### config.mk
export PLATFORM = sky130hd
export DESIGN_NAME = ex_mem_latch
export DESIGN_NICKNAME = d
export VERILOG_FILES = /design/src/rtl/ex_mem_latch.sv
export SDC_FILE = /design/constraint.sdc
export NUM_CORES = 1
export LEC_CHECK = 0
export ABC_AREA = 0
export BUFFER_PORTS_ARGS = -buffer_cell sky130_fd_sc_hd__buf_2
export CORE_AREA = 2 2 110 112
export CTS_CLUSTER_DIAMETER = 200
export DETAILED_ROUTE_END_ITERATION = 6
export DIE_AREA = 0 0 112 114
export GPL_ROUTABILITY_DRIVEN = 0
export GPL_TIMING_DRIVEN = 0
export PLACE_DENSITY = 0.79
export SKIP_CTS_REPAIR_TIMING = 1
export SLEW_MARGIN = 0
export SYNTH_ARGS = -nofsm -noshare
export SYNTH_HDL_FRONTEND = slang
export SYNTH_SLANG_ARGS = --single-unit
### constraint.sdc
create_clock -name CLK -period 1.06 [get_ports CLK]
set_input_delay 0.265 -clock CLK [delete_from_list [all_inputs] [get_ports CLK]]
set_output_delay 0.265 -clock CLK [all_outputs]
set_load 0.01 [all_outputs]
### src/rtl/ex_mem_latch.sv
// EX/MEM pipeline register: holds execute-stage results for the memory stage
// and owns the dcache request handshake, retiring each request on dhit.
module ex_mem_latch #(
    parameter int WORD_W = 32,
    parameter int REG_W  = 5
) (
    input  logic              CLK,
    input  logic              RST,
    input  logic              enable,
    input  logic              flush,
    input  logic              dhit,
    input  logic              ex_valid,
    input  logic [WORD_W-1:0] ex_pc,
    input  logic [WORD_W-1:0] ex_aluOut,
    input  logic [WORD_W-1:0] ex_storeData,
    input  logic [REG_W-1:0]  ex_writeReg,
    input  logic              ex_regWEN,
    input  logic              ex_memRead,
    input  logic              ex_memWrite,
    input  logic              ex_memToReg,
    input  logic              ex_halt,
    output logic              mem_valid,
    output logic [WORD_W-1:0] mem_pc,
    output logic [WORD_W-1:0] mem_aluOut,
    output logic [WORD_W-1:0] mem_storeData,
    output logic [REG_W-1:0]  mem_writeReg,
    output logic              mem_regWEN,
    output logic              mem_memToReg,
    output logic              mem_halt,
    output logic              dmemREN,
    output logic              dmemWEN,
    output logic [WORD_W-1:0] dmemaddr,
    output logic [WORD_W-1:0] dmemstore,
    output logic              mem_busy
);

    typedef enum logic {
        IDLE = 1'b0,
        REQ  = 1'b1
    } reqState_t;

    reqState_t reqState;

    logic newRead;
    logic newWrite;
    logic newRegWEN;

    // Bubbles never issue memory traffic, and a write to r0 is dropped here
    // so the forwarding unit never sees it as a producer.
    assign newRead   = ex_valid & ex_memRead;
    assign newWrite  = ex_valid & ex_memWrite;
    assign newRegWEN = ex_valid & ex_regWEN & (ex_writeReg != '0);

    // NOTE: state registers use non-blocking assignment so every field
    // updates from pre-edge values, independent of statement order.
    always_ff @(posedge CLK) begin
        // Reset and flush leave identical state, so they share one branch.
        if (RST || flush) begin
            mem_valid     <= 1'b0;
            mem_pc        <= '0;
            mem_aluOut    <= '0;
            mem_storeData <= '0;
            mem_writeReg  <= '0;
            mem_regWEN    <= 1'b0;
            mem_memToReg  <= 1'b0;
            mem_halt      <= 1'b0;
            dmemREN       <= 1'b0;
            dmemWEN       <= 1'b0;
            reqState      <= IDLE;
        end else if (enable) begin
            mem_valid     <= ex_valid;
            mem_pc        <= ex_pc;
            mem_aluOut    <= ex_aluOut;
            mem_storeData <= ex_storeData;
            mem_writeReg  <= ex_writeReg;
            mem_regWEN    <= newRegWEN;
            mem_memToReg  <= ex_memToReg & ex_valid;
            mem_halt      <= mem_halt | (ex_halt & ex_valid);
            dmemREN       <= newRead;
            dmemWEN       <= newWrite;
            reqState      <= (newRead || newWrite) ? REQ : IDLE;
        end else if (reqState == REQ && dhit) begin
            // Retire the access so a stalled pipeline never re-issues it.
            dmemREN       <= 1'b0;
            dmemWEN       <= 1'b0;
            reqState      <= IDLE;
        end
    end

    // Combinational so the hazard unit releases the stall in the dhit cycle.
    assign mem_busy  = (reqState == REQ) & ~dhit;
    assign dmemaddr  = mem_aluOut;
    assign dmemstore = mem_storeData;

    // Advancing over an unfinished access loses it; the hazard unit must stall.
    illegalAdvance: assert property (@(posedge CLK) disable iff (RST)
        !(enable && !flush && reqState == REQ && !dhit));

endmodule

==> insert_results.sql, run 1 <==
INSERT INTO impl_metrics (metric_group, metric, value, unit) VALUES
('place', 'placedInstanceArea', '5910', 'um^2'),
('synthesis', 'area_share_of_and_or_nand_nor_cells_after_synthesis', '0.100', ''),
('drt', 'via_count', '4081', ''),
('setup_path', 'criticalPathCategory', 'register to output pin', ''),
('setup_path', 'regToRegEndpoint', 'dmemaddr[17]', ''),
('timing', 'finalClockSkew', '0.00138', 'ns'),
('synthesis', 'yosys_register_bits', '108', ''),
('synthesis', 'synth_area_in_xor_xnor', '0', ''),
('drt', 'drt.antenna.violating_nets', '0', ''),
('timing', 'hold_slack', '0.154', 'ns'),
('floorplanning', 'placementRows', '40', ''),
('timing', 'timing.fmax', '836', 'MHz'),
('timing', 'final_setup_violations', '127', ''),
('timing', 'grt_setup_unrepaired', 'true', ''),
('synthesis', 'post_synth_mux_area_share', '0.235', ''),
('floorplanning', 'die_h', '114', 'um'),
('grt', 'global_route.overflow_total', '0', ''),
('synthesis', 'synth_top_family_by_area', 'multiplexers', ''),
('outcome', 'violated_checks', 'negative setup slack', ''),
('floorplanning', 'initial_utilization', '0.368', ''),
('floorplanning', 'design.core.area', '11700', 'um^2'),
('grt', 'first_pass_grt_wire_length', '17600', 'um'),
('setup_path', 'worstSetupStartpointType', 'register', ''),
('timing', 'final_critical_path_setup_slack', '-0.137', 'ns'),
('finish', 'final_core_occ', '0.668', ''),
('finish', 'final_common_cell', 'sky130_fd_sc_hd__buf_6', ''),
('setup_path', 'register_to_register_path_setup_slack', '0.25', 'ns'),
('synthesis', 'yosys.area_share.adder', '0', ''),
('grt', 'grt_max_degree', '18', ''),
('drt', 'drt_first_pass_iters', '4', ''),
('floorplanning', 'die_area', '12800', 'um^2'),
('synthesis', 'synthCells', '420', ''),
('synthesis', 'total_nets_after_synthesis', '532', ''),
('setup_path', 'timing.critical_path.fanout_max', '3', ''),
('place', 'placement.io_buffers', '282', ''),
('grt', 'first_global_vias', '3524', ''),
('floorplanning', 'num_io_pins', '284', ''),
('synthesis', 'post_synth_instance_area', '4300', 'um^2'),
('finish', 'layout.cells.most_common_list', 'sky130_fd_sc_hd__buf_6, sky130_fd_sc_hd__buf_2, sky130_fd_sc_hd__nor2_1', ''),
('synthesis', 'synth_sequential_area_ratio', '0.502', ''),
('hold_path', 'timing.hold.worst_path_depth', '3', ''),
('pwr', 'max-vdd-ir-drop', '0.978', 'mV'),
('finish', 'post-route-cell-area', '7820', 'um^2'),
('drt', 'drt_first_iter_violations', '121', ''),
('timing', 'hold_violations', '0', ''),
('hold_path', 'hold_path.startpoint', 'ex_pc[31]', ''),
('drt', 'via_per_inst', '4.69', ''),
('synthesis', 'synth_compound_area_frac', '0.0148', ''),
('setup_path', 'worst_setup_path_end_kind', 'output pin', ''),
('timing', 'post-route-period-util', '1.13', ''),
('timing', 'final_max_slew_viol_count', '0', ''),
('drt', 'drc', '0', ''),
('cts', 'clkSlewWorstSetupHoldPaths', '0.07', 'ns'),
('setup_path', 'crit_arrival', '0.93', 'ns'),
('flow_run', 'max-cap-violations', '0', ''),
('finish', 'num_antenna_cells', '0', ''),
('drt', 'route.final.wire_length', '14400', 'um'),
('finish', 'post_route_cells_drive_above_1_share', '0.692', ''),
('floorplanning', 'die_x', '112', 'um'),
('timing', 'setup_total_negative_slack', '-7.63', 'ns'),
('grt', 'grt_antenna_before_repair', '0', ''),
('grt', 'global_route_usage_over_all_layers', '0.174', ''),
('pwr', 'total_power', '0.00960', 'W'),
('synthesis', 'synth_area_per_cell', '10.2', 'um^2'),
('timing', 'final.min_clock_period', '1.20', 'ns'),
('hold_path', 'worst_hold_path_type', 'input port to register', ''),
('outcome', 'status', 'finished, violations left', ''),
('cts', 'tritoncts', 'built', ''),
('cts', 'clock_tree.root_cell', 'sky130_fd_sc_hd__clkbuf_16', ''),
('setup_path', 'worst-r2r-cell-count', '3', ''),
('cts', 'clock_tree.htree_level_count', '3', '');
-- Yosys cell counts, drive strengths merged --
library cell / count / share of area
nand2: 2 / 0.0017
dfxtp: 108 / 0.50
buf: 83 / 0.14
a22oi: 3 / 0.0052
clkbuf: 5 / 0.0044
inv: 1 / 0.00087
or2: 1 / 0.0015
or4: 1 / 0.0017
and2: 1 / 0.0015
o211ai: 1 / 0.0017
nor2: 106 / 0.092
a21oi: 5 / 0.0058
nor2b: 1 / 0.0015
mux2i: 101 / 0.23
o2111ai: 1 / 0.0020
-- logic make-up (layout without fill, tap and decap cells) --
logic type	after synthesis	count (layout)
compound gates	10	10
buf+inv	89	393
flops	108	108
mux	101	101
simple gates	112	112
-- state kept, by name, summed over array words and instances, names as in the netlist, 5 cells and up --
register      cells
dmemaddr         32
dmemstore        32
mem_pc           32
mem_writeReg      5
-- cell type report --
type | instances | area, um^2 | share of cell area
Buffer | 88 | 897 | 0.115
Clock buffer | 12 | 267 | 0.0341
Clock inverter | 4 | 77.6 | 0.00992
Inverter | 1 | 3.75 | 0.000480
Multi-Input combinational cell | 223 | 1510 | 0.194
Sequential cell | 108 | 2350 | 0.300
Tap cell | 147 | 184 | 0.0235
Timing Repair Buffer | 288 | 2530 | 0.324
-- metrics by stage --
stage | std cells | setup WS (ns)
6_report | 871 | -0.137
5_1_grt | 871 | -0.169
4_1_cts | 865 | -0.221
3_5_place_dp | 849 | -0.585
3_3_place_gp | 849 | -0.586
2_1_floorplan | 420 | -0.0775
-- worst max path at each step --
stage,endpoint,start,slack [ns],cells after the start
5_1_grt,mem_storeData[10],dmemstore[10],-0.17,2
6_report,mem_storeData[10],dmemstore[10],-0.14,2
2_1_floorplan,mem_regWEN,ex_writeReg[0],-0.08,3
3_5_place_dp,dmemREN,RST,-0.58,5
3_3_place_gp,mem_pc[19],RST,-0.59,5
4_1_cts,dmemREN,RST,-0.22,5
-- layer usage --
metal	vias up	wire length (um)	GRT usage
met1	1929	5550	0.206
met2	208	7510	0.306
met4	0	353	0.0715
met5	-	0	0
met3	29	1000	0.0372
li1	1915	-	-
-- worst max-delay path, cell delays in order (launching register included) --
cell                      delay, ns
sky130_fd_sc_hd__dfxtp_4       0.37
sky130_fd_sc_hd__buf_6         0.11
sky130_fd_sc_hd__buf_6         0.11
-- report_power, final --
group          total, W  internal [W]  switching, W  leakage, nW
clock           0.00376       0.00228       0.00148        0.170
combinational   0.00152      0.000901      0.000617         2.78
sequential      0.00431       0.00418      0.000137        0.934
Note: power is estimated with default switching activity, not from simulation.
==> run 2, diff against run 1 <==
--- a/config.mk
+++ b/config.mk
@@ -14,6 +14,7 @@
 export GPL_ROUTABILITY_DRIVEN = 0
 export GPL_TIMING_DRIVEN = 0
 export PLACE_DENSITY = 0.79
+export REMOVE_ABC_BUFFERS = 1
 export SKIP_CTS_REPAIR_TIMING = 1
 export SLEW_MARGIN = 0
 export SYNTH_ARGS = -nofsm -noshare
==> run 2 against run 1 <==
Compared with the run above:
- the run still ends with negative setup slack left
- combinational power down 13%
- sequential cell count stayed put
- critical path depth unchanged
- clock power fell by 9.6%
- global-route usage shrank 3.2 points
- power shrank 5.7%
- sequential power is essentially flat
- cell count down 9.3%
- die area is the same
- critical path type unchanged
==> insert_results.sql, run 2 (synthesis gave the netlist of run 1 again) <==
INSERT INTO impl_metrics (metric_group, metric, value, unit) VALUES
('outcome', 'status', 'finished, violations left', ''),
('outcome', 'violated_checks', 'negative setup slack', ''),
('cts', 'cts_sinks', '108', ''),
('place', 'dp_hpwl', '7330', 'um'),
('setup_path', 'timing.critical_path.fanout_max', '2', ''),
('finish', 'areaGrowthSynthToFinish', '63.0', '%'),
('pwr', 'power_per_cell_area', '1290', 'nW/um^2'),
('timing', 'post-route-period-util', '1.13', ''),
('timing', 'hold_violations', '0', ''),
('finish', 'layout.cells.most_common_list', 'sky130_fd_sc_hd__buf_6, sky130_fd_sc_hd__buf_2, sky130_fd_sc_hd__nor2_1', ''),
('timing', 'setup_total_negative_slack', '-1.80', 'ns'),
('finish', 'finish.net_count', '750', ''),
('drt', 'route.detailed.wl_per_inst', '16.9', 'um'),
('grt', 'global_route_usage_over_all_layers', '0.141', ''),
('timing', 'relSlewSlack', '0.612', ''),
('drt', 'drc', '0', ''),
('place', 'placement.io_buffers', '283', ''),
('setup_path', 'register_to_register_path_setup_slack', '0.24', 'ns'),
('timing', 'finalClockSkew', '0.00100', 'ns'),
('setup_path', 'critPathRequiredTime', '0.79', 'ns'),
('setup_path', 'crit_end', 'mem_busy', ''),
('timing', 'hold_slack', '0.159', 'ns'),
('finish', 'final_core_occ', '0.599', ''),
('setup_path', 'worst_setup_path_end_kind', 'output pin', ''),
('grt', 'first_global_vias', '3138', ''),
('grt', 'grt_antenna_before_repair', '0', ''),
('cts', 'tritoncts', 'built', ''),
('floorplanning', 'initial_utilization', '0.368', ''),
('timing', 'final_critical_path_setup_slack', '-0.136', 'ns'),
('floorplanning', 'design.core.area', '11700', 'um^2'),
('hold_path', 'worst_hold_path_type', 'input port to register', ''),
('finish', 'num_antenna_cells', '0', ''),
('finish', 'post_route_cells_drive_above_1_share', '0.653', ''),
('timing', 'final_max_slew_viol_count', '0', ''),
('setup_path', 'r2r_start', 'reqState', ''),
('setup_path', 'criticalPathCategory', 'register to output pin', ''),
('timing', 'grt_setup_unrepaired', 'true', ''),
('drt', 'drt_first_pass_iters', '4', ''),
('drt', 'drt.antenna.violating_nets', '0', ''),
('floorplanning', 'die_h', '114', 'um'),
('cts', 'clkSlewWorstSetupHoldPaths', '0.07', 'ns'),
('timing', 'worst-slew-pin-transition', '0.582', 'ns'),
('timing', 'final.min_clock_period', '1.20', 'ns'),
('cts', 'tritoncts_buffer_count', '9', ''),
('pwr', 'total_power', '0.00905', 'W'),
('grt', 'grt_max_degree', '58', ''),
('timing', 'final_setup_violations', '116', ''),
('grt', 'first_pass_grt_wire_length', '14600', 'um'),
('drt', 'route.final.wire_length', '13400', 'um'),
('cts', 'clock_tree.root_cell', 'sky130_fd_sc_hd__clkbuf_16', ''),
('flow_run', 'max-cap-violations', '0', ''),
('place', 'placement.setup.worst_slack', '-0.682', 'ns'),
('floorplanning', 'placementRows', '40', ''),
('drt', 'via_count', '3716', ''),
('cts', 'clk_path_buf_depth', '2', ''),
('pwr', 'static-leakage-power', '3.42', 'nW'),
('drt', 'drt_first_iter_violations', '180', ''),
('finish', 'final_common_cell', 'sky130_fd_sc_hd__buf_6', ''),
('cts', 'clock_tree.htree_level_count', '3', ''),
('setup_path', 'worst-r2r-cell-count', '4', ''),
('floorplanning', 'num_io_pins', '284', ''),
('setup_path', 'worst_setup_path_startpoint', 'reqState', ''),
('grt', 'global_route.overflow_total', '0', ''),
('floorplanning', 'die_x', '112', 'um'),
('floorplanning', 'die_area', '12800', 'um^2'),
('cts', 'worstSkewPairLatency', '0.33', 'ns'),
('setup_path', 'regToRegEndpoint', 'reqState', ''),
('setup_path', 'worstSetupStartpointType', 'register', ''),
('drt', 'via_per_inst', '4.70', ''),
('timing', 'timing.fmax', '836', 'MHz'),
('setup_path', 'crit_arrival', '0.93', 'ns'),
('pwr', 'max-vdd-ir-drop', '0.846', 'mV');
==> run 2: worst min path at each step <==
stage                   end  slack (ns)  depth (start not counted)             from
6_report       dmemstore[8]        0.16                          3  ex_storeData[8]
3_5_place_dp       mem_halt        0.46                          2         mem_halt
5_1_grt           mem_pc[6]        0.15                          3         ex_pc[6]
4_1_cts            mem_halt        0.14                          3          ex_halt
3_3_place_gp       mem_halt        0.45                          2         mem_halt
2_1_floorplan      mem_halt        0.41                          2          ex_halt
==> run 2: where the power goes <==
part	leakage, nW	switching [W]	internal [W]	total [W]
logic	2.34	0.000564	0.000763	0.00133
registers	0.933	0.000139	0.00419	0.00433
clock network	0.149	0.00144	0.00196	0.00340
total	3.42	0.00215	0.00691	0.00905
==> run 2: final cells by class <==
type,instances,area [um^2]
Fill cell,900,4700
Timing Repair Buffer,294,2670
Sequential cell,108,2330
Multi-Input combinational cell,224,1520
Clock buffer,12,256
Tap cell,147,184
Clock inverter,4,47.5
Inverter,1,3.75
==> run 2: stage by stage <==
| stage | instances | instance area (um^2) |
|---|---|---|
| after floorplan | 332 | 3670 |
| after global placement | 762 | 5270 |
| after detailed placement | 764 | 5330 |
| after CTS | 780 | 5630 |
| after global routing | 790 | 7010 |
| final | 790 | 7010 |
==> run 2: critical path: stages, from the launching register on <==
cell                      delay, ns
sky130_fd_sc_hd__dfxtp_2       0.34
sky130_fd_sc_hd__nor2b_4       0.15
sky130_fd_sc_hd__buf_6         0.11
==> run 2: metal layers <==
metal  global-route usage  vias to the layer above  routed length (um)
met4               0.0667                        0                 397
met3               0.0436                       30                1070
met2                0.234                      189                6910
li1                     -                     1752                   -
met1                0.169                     1745                4990
met5                    0                        -                   0
==> run 3, diff against run 2 <==
--- a/config.mk
+++ b/config.mk
@@ -7,13 +7,13 @@
 export LEC_CHECK = 0
 export ABC_AREA = 0
 export BUFFER_PORTS_ARGS = -buffer_cell sky130_fd_sc_hd__buf_2
-export CORE_AREA = 2 2 110 112
+export CORE_AREA = 2 2 111 113
 export CTS_CLUSTER_DIAMETER = 200
 export DETAILED_ROUTE_END_ITERATION = 6
-export DIE_AREA = 0 0 112 114
+export DIE_AREA = 0 0 113 115
 export GPL_ROUTABILITY_DRIVEN = 0
 export GPL_TIMING_DRIVEN = 0
-export PLACE_DENSITY = 0.79
+export PLACE_DENSITY = 0.75
 export REMOVE_ABC_BUFFERS = 1
 export SKIP_CTS_REPAIR_TIMING = 1
 export SLEW_MARGIN = 0
==> constraint.sdc (replaced) <==
create_clock -name CLK -period 1.2 [get_ports CLK]
set_input_delay 0.3 -clock CLK [delete_from_list [all_inputs] [get_ports CLK]]
set_output_delay 0.3 -clock CLK [all_outputs]
set_load 0.01 [all_outputs]
==> run 3 against run 2 <==
Compared with the run above:
- the flow finishes with violations (design-rule violations, negative setup slack)
- largest cell class is now sequential cells
- critical endpoint unchanged
- combinational power is 33% lower
- register-to-register slack improved by 0.14 ns
- routed wire length is 27% lower
==> insert_results.sql, run 3 (synthesis gave the netlist of run 1 again) <==
INSERT INTO impl_metrics (metric_group, metric, value, unit) VALUES
('outcome', 'status', 'finished, violations left', ''),
('outcome', 'violated_checks', 'design-rule violations, negative setup slack', ''),
('setup_path', 'criticalPathCategory', 'register to output pin', ''),
('finish', 'post_route_cells_drive_above_1_share', '0.483', ''),
('floorplanning', 'placementRows', '40', ''),
('cts', 'clkSlewWorstSetupHoldPaths', '0.07', 'ns'),
('drt', 'route.detailed.wl_per_inst', '12.4', 'um'),
('setup_path', 'timing.critical_path.fanout_max', '2', ''),
('cts', 'cts_sinks', '108', ''),
('timing', 'hold_slack', '0.196', 'ns'),
('cts', 'clock_tree.htree_level_count', '3', ''),
('timing', 'final_critical_path_setup_slack', '-0.0186', 'ns'),
('timing', 'hold_violations', '0', ''),
('pwr', 'power_per_cell_area', '1320', 'nW/um^2'),
('setup_path', 'highest_cell_delay_on_the_worst_timing_path', '0.33', 'ns'),
('timing', 'grt_setup_unrepaired', 'true', ''),
('timing', 'relSlewSlack', '0.622', ''),
('grt', 'global_route.overflow_total', '0', ''),
('floorplanning', 'initial_utilization', '0.364', ''),
('hold_path', 'timing.hold.worst_path_depth', '3', ''),
('finish', 'final_common_cell', 'sky130_fd_sc_hd__buf_2', ''),
('grt', 'grt_antenna_before_repair', '0', ''),
('floorplanning', 'design.core.area', '11800', 'um^2'),
('grt', 'grt_max_degree', '62', ''),
('hold_path', 'worst_hold_path_type', 'input port to register', ''),
('floorplanning', 'num_io_pins', '284', ''),
('pwr', 'static-leakage-power', '3.17', 'nW'),
('setup_path', 'worst_setup_path_startpoint', 'reqState', ''),
('grt', 'first_global_vias', '3086', ''),
('hold_path', 'min_to', 'dmemaddr[28]', ''),
('cts', 'tritoncts_buffer_count', '9', ''),
('drt', 'drt.antenna.violating_nets', '0', ''),
('cts', 'clock_tree.root_cell', 'sky130_fd_sc_hd__clkbuf_16', ''),
('finish', 'num_antenna_cells', '0', ''),
('setup_path', 'worst-r2r-cell-count', '4', ''),
('timing', 'timing.fmax', '821', 'MHz'),
('finish', 'finish.net_count', '741', ''),
('drt', 'via_count', '3408', ''),
('cts', 'worstSkewPairLatency', '0.33', 'ns'),
('setup_path', 'register_to_register_path_setup_slack', '0.38', 'ns'),
('setup_path', 'r2r_start', 'reqState', ''),
('setup_path', 'regToRegEndpoint', 'reqState', ''),
('drt', 'via_per_inst', '4.36', ''),
('timing', 'setup_total_negative_slack', '-0.0186', 'ns'),
('setup_path', 'critPathSlowestCell', 'sky130_fd_sc_hd__dfxtp_2', ''),
('timing', 'final_setup_violations', '1', ''),
('timing', 'worst-slew-pin-transition', '0.567', 'ns'),
('finish', 'layout.cells.most_common_list', 'sky130_fd_sc_hd__buf_2, sky130_fd_sc_hd__nor2_1, sky130_fd_sc_hd__dfxtp_1', ''),
('floorplanning', 'die_area', '13000', 'um^2'),
('hold_path', 'hold_path.startpoint', 'ex_aluOut[28]', ''),
('finish', 'filler_instances', '1132', ''),
('timing', 'finalClockSkew', '0.000313', 'ns'),
('finish', 'areaGrowthSynthToFinish', '31.3', '%'),
('setup_path', 'path_cells', 'nor2b_4 > buf_6', ''),
('drt', 'drt_first_iter_violations', '209', ''),
('grt', 'first_pass_grt_wire_length', '14500', 'um'),
('setup_path', 'crit_arrival', '0.92', 'ns'),
('timing', 'post-route-period-util', '1.02', ''),
('place', 'dp_hpwl', '7160', 'um'),
('drt', 'drt_first_pass_iters', '7', ''),
('grt', 'global_route_usage_over_all_layers', '0.136', ''),
('setup_path', 'critPathRequiredTime', '0.90', 'ns'),
('pwr', 'max-vdd-ir-drop', '0.715', 'mV'),
('drt', 'route.final.wire_length', '9710', 'um'),
('cts', 'clk_path_buf_depth', '2', ''),
('cts', 'tritoncts', 'built', ''),
('drt', 'drc', '17', ''),
('flow_run', 'max-cap-violations', '0', ''),
('timing', 'final_max_slew_viol_count', '0', ''),
('floorplanning', 'die_x', '113', 'um'),
('floorplanning', 'die_h', '115', 'um'),
('setup_path', 'worstSetupStartpointType', 'register', ''),
('setup_path', 'worst_setup_path_end_kind', 'output pin', ''),
('timing', 'final.min_clock_period', '1.22', 'ns'),
('place', 'placement.io_buffers', '283', '');
-- run 3: cell count changes in the layout (fill, tap and decap cells not counted), sizes merged --
cell	before	now
buf	292	286
clkbuf	14	11
clkinv	2	4
bufinv	1	0
clkinvlp	1	0
inv	1	2
or2	2	1
-- run 3: worst max-delay path, delay by kind of cell (launching register included) --
kind | cells | cell delay (ns)
buf+inv | 1 | 0.11
flops | 1 | 0.33
simple gates | 1 | 0.15
-- run 3: worst max-delay path by stage --
stage | to | slack, ns | cells after the start
after floorplan | dmemREN | -1.14 | 2
after global placement | mem_memToReg | -2.31 | 4
after detailed placement | dmemaddr[13] | -0.44 | 4
after CTS | mem_busy | -0.11 | 2
after global routing | mem_busy | -0.07 | 2
final | mem_busy | -0.02 | 2
-- run 3: through the flow --
stage,power (W),cells,utilization,cell area [um^2],setup WS [ns]
floorplan,0.00424,332,-,3670,-1.14
global placement,0.00475,762,0.446,5270,-2.31
detailed placement,0.00474,764,0.452,5340,-0.444
CTS,0.00754,780,0.475,5620,-0.110
global route,0.00778,781,0.478,5650,-0.0674
finish,0.00743,781,0.478,5650,-0.0186
-- run 3: routing by layer --
metal | vias up | track usage | wire length [um]
met2 | 139 | 0.242 | 4860
met4 | 0 | 0.0398 | 99
met5 | - | 0 | 0
met3 | 8 | 0.0385 | 814
met1 | 1536 | 0.161 | 3930
li1 | 1725 | - | -
-- run 3: layout make-up --
cell class | instances | area, um^2 | share of cell area
clock inverter | 5 | 36.3 | 0.00642
tap | 147 | 184 | 0.0326
inverter | 1 | 3.75 | 0.000664
timing repair buffer | 286 | 1500 | 0.266
clock buffer | 11 | 243 | 0.0430
sequential | 108 | 2170 | 0.383
multi-input combinational | 223 | 1520 | 0.268
-- run 3: report_power, final --
part | internal, W | switching (W)
clock | 0.00148 | 0.00130
combinational | 0.000449 | 0.000444
sequential | 0.00370 | 0.0000690
